### config.mk
export PLATFORM = sky130hd
export DESIGN_NAME = print_unit
export DESIGN_NICKNAME = d
export VERILOG_FILES = /design/src/rtl/print_unit.sv
export SDC_FILE = /design/constraint.sdc
export NUM_CORES = 1
export LEC_CHECK = 0
export BUFFER_PORTS_ARGS = -buffer_cell sky130_fd_sc_hd__buf_2
export CAP_MARGIN = 0
export CORE_ASPECT_RATIO = 0.6
export CORE_MARGIN = 3
export CORE_UTILIZATION = 55
export DETAILED_ROUTE_END_ITERATION = 16
export HOLD_SLACK_MARGIN = 0.05
export PLACE_DENSITY = 0.74
export SKIP_LAST_GASP = 1
export SYNTH_ARGS = -nofsm -noshare
export SYNTH_HDL_FRONTEND = slang
export SYNTH_SLANG_ARGS = --single-unit
### constraint.sdc
create_clock -name clk -period 3.6 [get_ports clk]
set_input_delay 0.9 -clock clk [delete_from_list [all_inputs] [get_ports clk]]
set_output_delay 0.9 -clock clk [all_outputs]
set_load 0.02 [all_outputs]
### src/rtl/print_unit.sv
// print_unit: double-dabble decimal printer for the print instruction.
// Define PRINT_SIGNED_EN to print value as two's complement with a '-' sign.
module print_unit #(
    parameter int DATA_W = 32,
    parameter int NDIG   = 10
) (
    input  logic              clk,
    input  logic              reset,
    input  logic              print,
    input  logic [DATA_W-1:0] value,
    output logic              stall,
    output logic              char_valid,
    output logic [7:0]        char_data,
    input  logic              char_ready,
    output logic              busy
);

    localparam int BW = 4 * NDIG;
    localparam int PW = $clog2(NDIG);
    localparam int CW = $clog2(DATA_W);

    typedef enum logic [2:0] {
        IDLE,
        CONVERT,
        EMIT,
        NEWLINE,
        DONE
`ifdef PRINT_SIGNED_EN
        , SIGN
`endif
    } state_t;

    state_t            state;
    logic [DATA_W-1:0] shreg;
    logic [BW-1:0]     bcd;
    logic [BW-1:0]     adj;
    logic [BW-1:0]     bcd_n;
    logic [CW-1:0]     cnt;
    logic [PW-1:0]     ptr;
    logic [PW-1:0]     ptr_n;
`ifdef PRINT_SIGNED_EN
    logic              neg;
`endif

    function automatic logic [7:0] digit(
        input logic [BW-1:0] b,
        input logic [PW-1:0] i
    );
        digit = 8'h30;
        for (int k = 0; k < NDIG; k++)
            if (i == k[PW-1:0])
                digit = 8'h30 + {4'h0, b[4*k +: 4]};
    endfunction

    // add-3 correction, then shift one operand bit into the BCD field
    always_comb begin
        adj = bcd;
        for (int i = 0; i < NDIG; i++)
            if (bcd[4*i +: 4] >= 4'd5)
                adj[4*i +: 4] = bcd[4*i +: 4] + 4'd3;
        bcd_n = {adj[BW-2:0], shreg[DATA_W-1]};
        ptr_n = '0;
        for (int i = 0; i < NDIG; i++)
            if (bcd_n[4*i +: 4] != 4'h0)
                ptr_n = i[PW-1:0];
    end

    assign stall = print && (state != DONE);
    assign busy  = (state != IDLE);

    always_ff @(posedge clk or posedge reset) begin
        if (reset) begin
            state      <= IDLE;
            shreg      <= '0;
            bcd        <= '0;
            cnt        <= '0;
            ptr        <= '0;
            char_valid <= 1'b0;
            char_data  <= 8'h00;
`ifdef PRINT_SIGNED_EN
            neg        <= 1'b0;
`endif
        end else begin
            unique case (state)
                IDLE: begin
                    char_valid <= 1'b0;
                    if (print) begin
`ifdef PRINT_SIGNED_EN
                        neg   <= value[DATA_W-1];
                        shreg <= value[DATA_W-1] ? ~value + 1'b1 : value;
`else
                        shreg <= value;
`endif
                        bcd   <= '0;
                        cnt   <= '0;
                        state <= CONVERT;
                    end
                end
                CONVERT: begin
                    bcd   <= bcd_n;
                    shreg <= shreg << 1;
                    cnt   <= cnt + 1'b1;
                    if (cnt == CW'(DATA_W - 1)) begin
                        ptr        <= ptr_n;
                        char_valid <= 1'b1;
`ifdef PRINT_SIGNED_EN
                        if (neg) begin
                            char_data <= 8'h2D;
                            state     <= SIGN;
                        end else begin
                            char_data <= digit(bcd_n, ptr_n);
                            state     <= EMIT;
                        end
`else
                        char_data <= digit(bcd_n, ptr_n);
                        state     <= EMIT;
`endif
                    end
                end
`ifdef PRINT_SIGNED_EN
                SIGN: begin
                    if (char_ready) begin
                        char_data <= digit(bcd, ptr);
                        state     <= EMIT;
                    end
                end
`endif
                EMIT: begin
                    if (char_ready) begin
                        if (ptr == '0) begin
                            char_data <= 8'h0A;
                            state     <= NEWLINE;
                        end else begin
                            ptr       <= ptr - 1'b1;
                            char_data <= digit(bcd, ptr - 1'b1);
                        end
                    end
                end
                NEWLINE: begin
                    if (char_ready) begin
                        char_valid <= 1'b0;
                        char_data  <= 8'h00;
                        state      <= DONE;
                    end
                end
                DONE: begin
                    state <= IDLE;
                end
                default: begin
                    state <= IDLE;
                end
            endcase
        end
    end

endmodule

; ---- Yosys cells after proc, flatten, opt, wreduce, memory -nomap -nowiden
; Index checks and enable logic that the tools add are counted.
[classes]
n_addsub = 32
multipliers = 0
div_mod_pow = 0
magnitude_cmp = 10
eq_ne = 29
shift = 0
n_mux = 63
n_bitwise = 0
n_reduce_logical = 24
[op_table]
columns = operator, n
row1 = 8-bit two-way mux, 22
row2 = 6-bit by 4-bit adder with 7-bit output (first input constant), 20
row3 = 4-bit two-way mux, 20
row4 = 40-bit one-hot mux with 2 select lines, 1
row5 = 32-bit one-hot mux with 2 select lines, 1
row6 = 4-bit by 3-bit >= comparator with 1-bit output (second input constant), 10
row7 = 40-bit two-way mux, 1
row8 = 4-bit by 2-bit adder with 4-bit output (second input constant), 9
row9 = 4-bit nonzero test, 9
row10 = 4-bit by 3-bit equality test with 1-bit output (second input constant), 8
row11 = 32-bit two-way mux, 1
row12 = 8-bit one-hot mux with 3 select lines, 1
row13 = 3-bit two-way mux, 6
row14 = 4-bit by 2-bit equality test with 1-bit output (second input constant), 4
row15 = 4-bit equality test (second input constant), 4
row16 = 7-bit two-way mux, 2
row17 = 4-bit zero test, 3
row18 = 2-bit != test (second input constant), 6
row19 = 3-bit one-hot mux with 4 select lines, 1
row20 = 5-bit one-hot mux with 2 select lines, 1
row21 = 3-bit nonzero test, 3
row22 = 4-bit by 1-bit equality test with 1-bit output (second input constant), 2
row23 = 4-bit one-hot mux with 2 select lines, 1
row24 = 4-bit AND reduction, 2
row25 = 16 further kinds, 20
[word_totals]
reg_bits = 93
latchBits = 0
ram_bits = 0
rom_bits = 0
input_bits = 36
out_inout_bits = 11
mem_count = 0

; ---- Logic depth before layout (Yosys ltp)
[logic_depth]
word_depth = 25
depth_mapped = 13
mapped_depth_nobuf = 12

; ---- Worst setup path after synthesis
; Ideal clock, no wire load.
[synth_path]
kind = register -> register
start = register bcd[12]
end = register char_data[3]
setup_ns = 0.067
t_arrival_ns = 2.675
t_required_ns = 3.533
path_slack_ns = 0.858
path_stages_with_launch = 13
n_path_buf = 0
synth_period_minus_slack_ns = 2.742
path_cell_list = dfrtp_1 > inv_1 > ha_1 > nand2b_2 > a21oi_2 > mux2_4 > and4_4 > a211o_1 > and2_1 > a2bb2oi_2 > o21bai_1 > a311oi_1 > o221a_1
[synth_between]
elab_chain_len = 23
elab_cells_between_ends = 46
[synth_rtl]
columns = item, line_no
row1 = "start, declared", 35  ; logic [BW-1:0] bcd;
row2 = "start signal, assigned", 100  ; bcd <= bcd_n;
row3 = 4-bit by 2-bit adder with 4-bit output or 4-bit by 3-bit >= comparator with 1-bit output (tied branches), "60, 59"
row4 = 4-bit two-way mux, 59  ; if (bcd[4*i +: 4] >= 4'd5)
row5 = 4-bit nonzero test, 64  ; if (bcd_n[4*i +: 4] != 4'h0)
row6 = 4-bit two-way mux (7 in series), 64
row7 = 4-bit zero test, 51  ; if (i == k[PW-1:0])
row8 = 7-bit two-way mux, 51
row9 = 8-bit two-way mux (9 in series), 51
row10 = 8-bit two-way mux, 103  ; if (cnt == CW'(DATA_W - 1)) begin
row11 = 8-bit one-hot mux with 3 select lines (*), 84  ; unique case (state)
row12 = "end signal, assigned", 115  ; char_data <= digit(bcd_n, ptr_n);
row13 = "end signal, assigned", 135  ; char_data <= digit(bcd, ptr - 1'b1);
row14 = "end, declared", 13  ; output logic [7:0] char_data,
; Mark *: on every way between the ends. The rest lies on a longest branch, timed or not. The select of a mux whose other input is x is not followed.
; A chain may end at the register's enable or synchronous reset.

; ---- Final worst setup path
; Ends and elaborated chain as after synthesis.

==> flow_metrics.tcl <==
set metrics [dict create \
    hpwl_microns 12450 \
    rows 28 \
    num_antenna_cells 0 \
    clock-sinks 90 \
    syn_to_final_growth_pct 10.15 \
    drt-total-wl_microns 17100 \
    drv_slew 0 \
    yosysUniqueCellTypes 71 \
    fin_skew_ns 0.01132 \
    wl_per_cell_microns 19.16 \
    rsz0062_at_grt "false" \
    r2r_slack_ns 0.20 \
    synth-seq-area-share_pct 37.34 \
    grt_pass1_wl_microns 27840 \
    clock_latency_ns 0.34 \
    synthXorXnorAreaFrac_pct 1.743 \
    cpPeakStageDelay_ns 0.42 \
    finalCriticalPeriod_ns 3.401 \
    start_util_pct 58.75 \
    synth_ff_type "dfrtp_1" \
    grt_pass1_vias 5163 \
    syn_area_per_cell_sq_um 8.250 \
    synth.area.top_cells "dfrtp_1 37%, nor2_1 6.3%, o21ai_0 5.6%, ha_1 5.4%, o22ai_1 3.7%" \
    crit_path_top_delay_cell "dfrtp_1" \
    fp.dieW_microns 141.2 \
    powerDensity_nw_per_um2 1124 \
    worstMarginPinSlew_ns 0.7948 \
    layout-drive-gt1-share_pct 14.80 \
    nets 814 \
    cts-root-buf "clkbuf_16" \
    grt_use_total_pct 28.53 \
    synthCells 731 \
    async_flop_share_pct 100.0 \
    max_freq_mhz 294.0 \
    crit_family "compound AO/OA/AOI/OAI gates" \
    rr_startpoint "bcd[12]$_DFFE_PP0P_" \
    synth_compound_area_share_pct 23.59 \
    path_buf_inv 1 \
    die-area_sq_um 12300 \
    finalWeightedCongestion 0.9975 \
    cts_tree "built" \
    synthMuxAreaShare_pct 3.112 \
    clockBufferDepth 2 \
    dr_total_vias 5629 \
    synth_edf_count 0 \
    synth_top_area_share_pct 37.34 \
    portBuffers 44 \
    worstSetupStartpoint "bcd[12]$_DFFE_PP0P_" \
    finalCritPeriodShare_pct 94.47 \
    ctsResizeCount 0 \
    critPathArrivalTime_ns 3.68 \
    yosysWarnings 0 \
    drtIter0Drc 564 \
    synthAdderAreaFrac_pct 5.394 \
    design.core.area_sq_um 10260 \
    dp_slack_ns 0.2023 \
    grt_max_degree 74 \
    viasPerCell 6.311 \
    syn-cell-area_sq_um 6031 \
    cts_buffers 9 \
    ys_ff_latch 90 \
    antenna_found_initial 0 \
    startpoint_type "flop" \
    synth_top_family_by_area "simple AND/OR/NAND/NOR gates" \
    criticalPathCategory "reg -> reg" \
    leakagePower_nw 2.834 \
    drv_cap 0 \
    cp.required_ns 3.88 \
    ant_nets 0 \
    synth_top_area_cell "dfrtp_1" \
    cts_htree_levels 3 \
    postCtsSetupRepairBufs 0 \
    overflow 0 \
    worstHoldStart "shreg[21]$_DFFE_PP0P_" \
    hold_class "reg -> reg" \
    clkTransAtPathRegs_ns 0.07 \
    cp_max_fo 8 \
    drc 0 \
    end_kind "flop" \
    setup_slack_ns 0.1989 \
    outcome "finished clean" \
    max_slew_margin_pct 47.02 \
    ctsHoldBuffers 0 \
    max-vdd-ir-drop_mv 0.7597 \
    drt_first_pass_iters 5 \
    hold_violations 0 \
    ios 47 \
    setup-tns-final_ns 0 \
    synth-simple-area-share_pct 23.69 \
    setup_violations 0 \
    die_h_microns 87.11 \
    path_cells "inv_1 -> ha_1 -> nand2b_2 -> a21oi_2 -> xnor2_1 -> and4_4 -> a211o_1 -> nand2_1 -> nor4_1 -> o21bai_1 -> a311oi_2 -> o221a_1" \
]
## report_power, final
group          total [mW]  switching (mW)  internal [mW]
registers            2.08           0.570           1.51
clock network       0.988           0.409          0.579
logic                4.39            2.72           1.67
## worst reg2reg max path, delay by kind of cell (launching register included)
family | cells | cell delay, ns
compound gates | 5 | 1.28
simple gates | 4 | 0.94
flops | 1 | 0.42
fa+ha+maj | 1 | 0.28
xor+xnor | 1 | 0.27
buf+inv | 1 | 0.14
## logic make-up after synthesis
kind of cell / Yosys count
compound gates: 224
xor+xnor: 12
fa+ha+maj: 26
buf+inv: 73
flops: 90
mux: 16
other cells: 1
simple gates: 289
## flip-flops by register name, summed over array words and instances, names as in the netlist
name        count
bcd            40
char_data       5
char_valid      1
shreg          32
ptr             4
state           3
cnt             5
## area by class of cell
type / instances / area [sq um]
repair buffers: 55 / 315.3
well taps: 135 / 168.9
multi-input cells: 569 / 3491
flip-flops and latches: 90 / 2252
clock inverters: 5 / 60.06
fillers: 864 / 3622
inverters: 27 / 102.6
clock buffers: 11 / 252.7
## synthesized netlist by cell type, drive strengths merged, types with 11 or more instances
cell,number
o21ai,77
dfrtp,90
nand2b,14
inv,27
nor3b,18
nand3,44
o22ai,36
a21oi,49
xnor2,11
nor2,104
nand2,56
ha,26
clkbuf,36
## layer usage
layer  routed length (microns)  vias to the layer above  share of wire [%]  global-route usage (%)
li1                          -                     2655                  -                       -
met1                      8566                     2730                 50                   44.52
met2                      6786                      229                 40                   39.52
met3                      1623                       15                9.5                   8.064
met4                       119                        0               0.70                   4.661
met5                         0                        -                  0                       0
## layout by cell type, fill, tap and decap left out, drive strengths merged, types with 18 or more instances in the layout
cell   synthesis  routed
buf           10      55
o22ai         36      36
nand3         44      44
dfrtp         90      90
nand2         56      56
a21oi         49      49
ha            26      26
o21ai         77      77
inv           27      27
nor2         104     104
nor3b         18      18
## metrics by stage
stage | instances | power, mW | hold WS (ns) | utilization, % | area, sq um
2_1_floorplan | 732 | 5.193 | 0.4489 | - | 6035
3_3_place_gp | 876 | 6.176 | 0.4688 | 61.60 | 6324
3_5_place_dp | 876 | 6.326 | 0.4848 | 61.60 | 6324
4_1_cts | 892 | 7.350 | 0.5006 | 64.65 | 6636
5_1_grt | 892 | 8.053 | 0.5254 | 64.71 | 6643
6_report | 892 | 7.465 | 0.4971 | 64.71 | 6643
## worst paths after layout
check	to	cells after the start
hold / removal	shreg[21]$_DFFE_PP0P_	2
setup / recovery	char_data[3]$_DFFE_PP0P_	12
max in group asynchronous	bcd[4]$_DFFE_PP0P_	3
hold reg to reg	shreg[21]$_DFFE_PP0P_	2
min in group asynchronous	shreg[27]$_DFFE_PP0P_	2
setup reg to reg	char_data[3]$_DFFE_PP0P_	12
(Power assumes the default switching activity.)
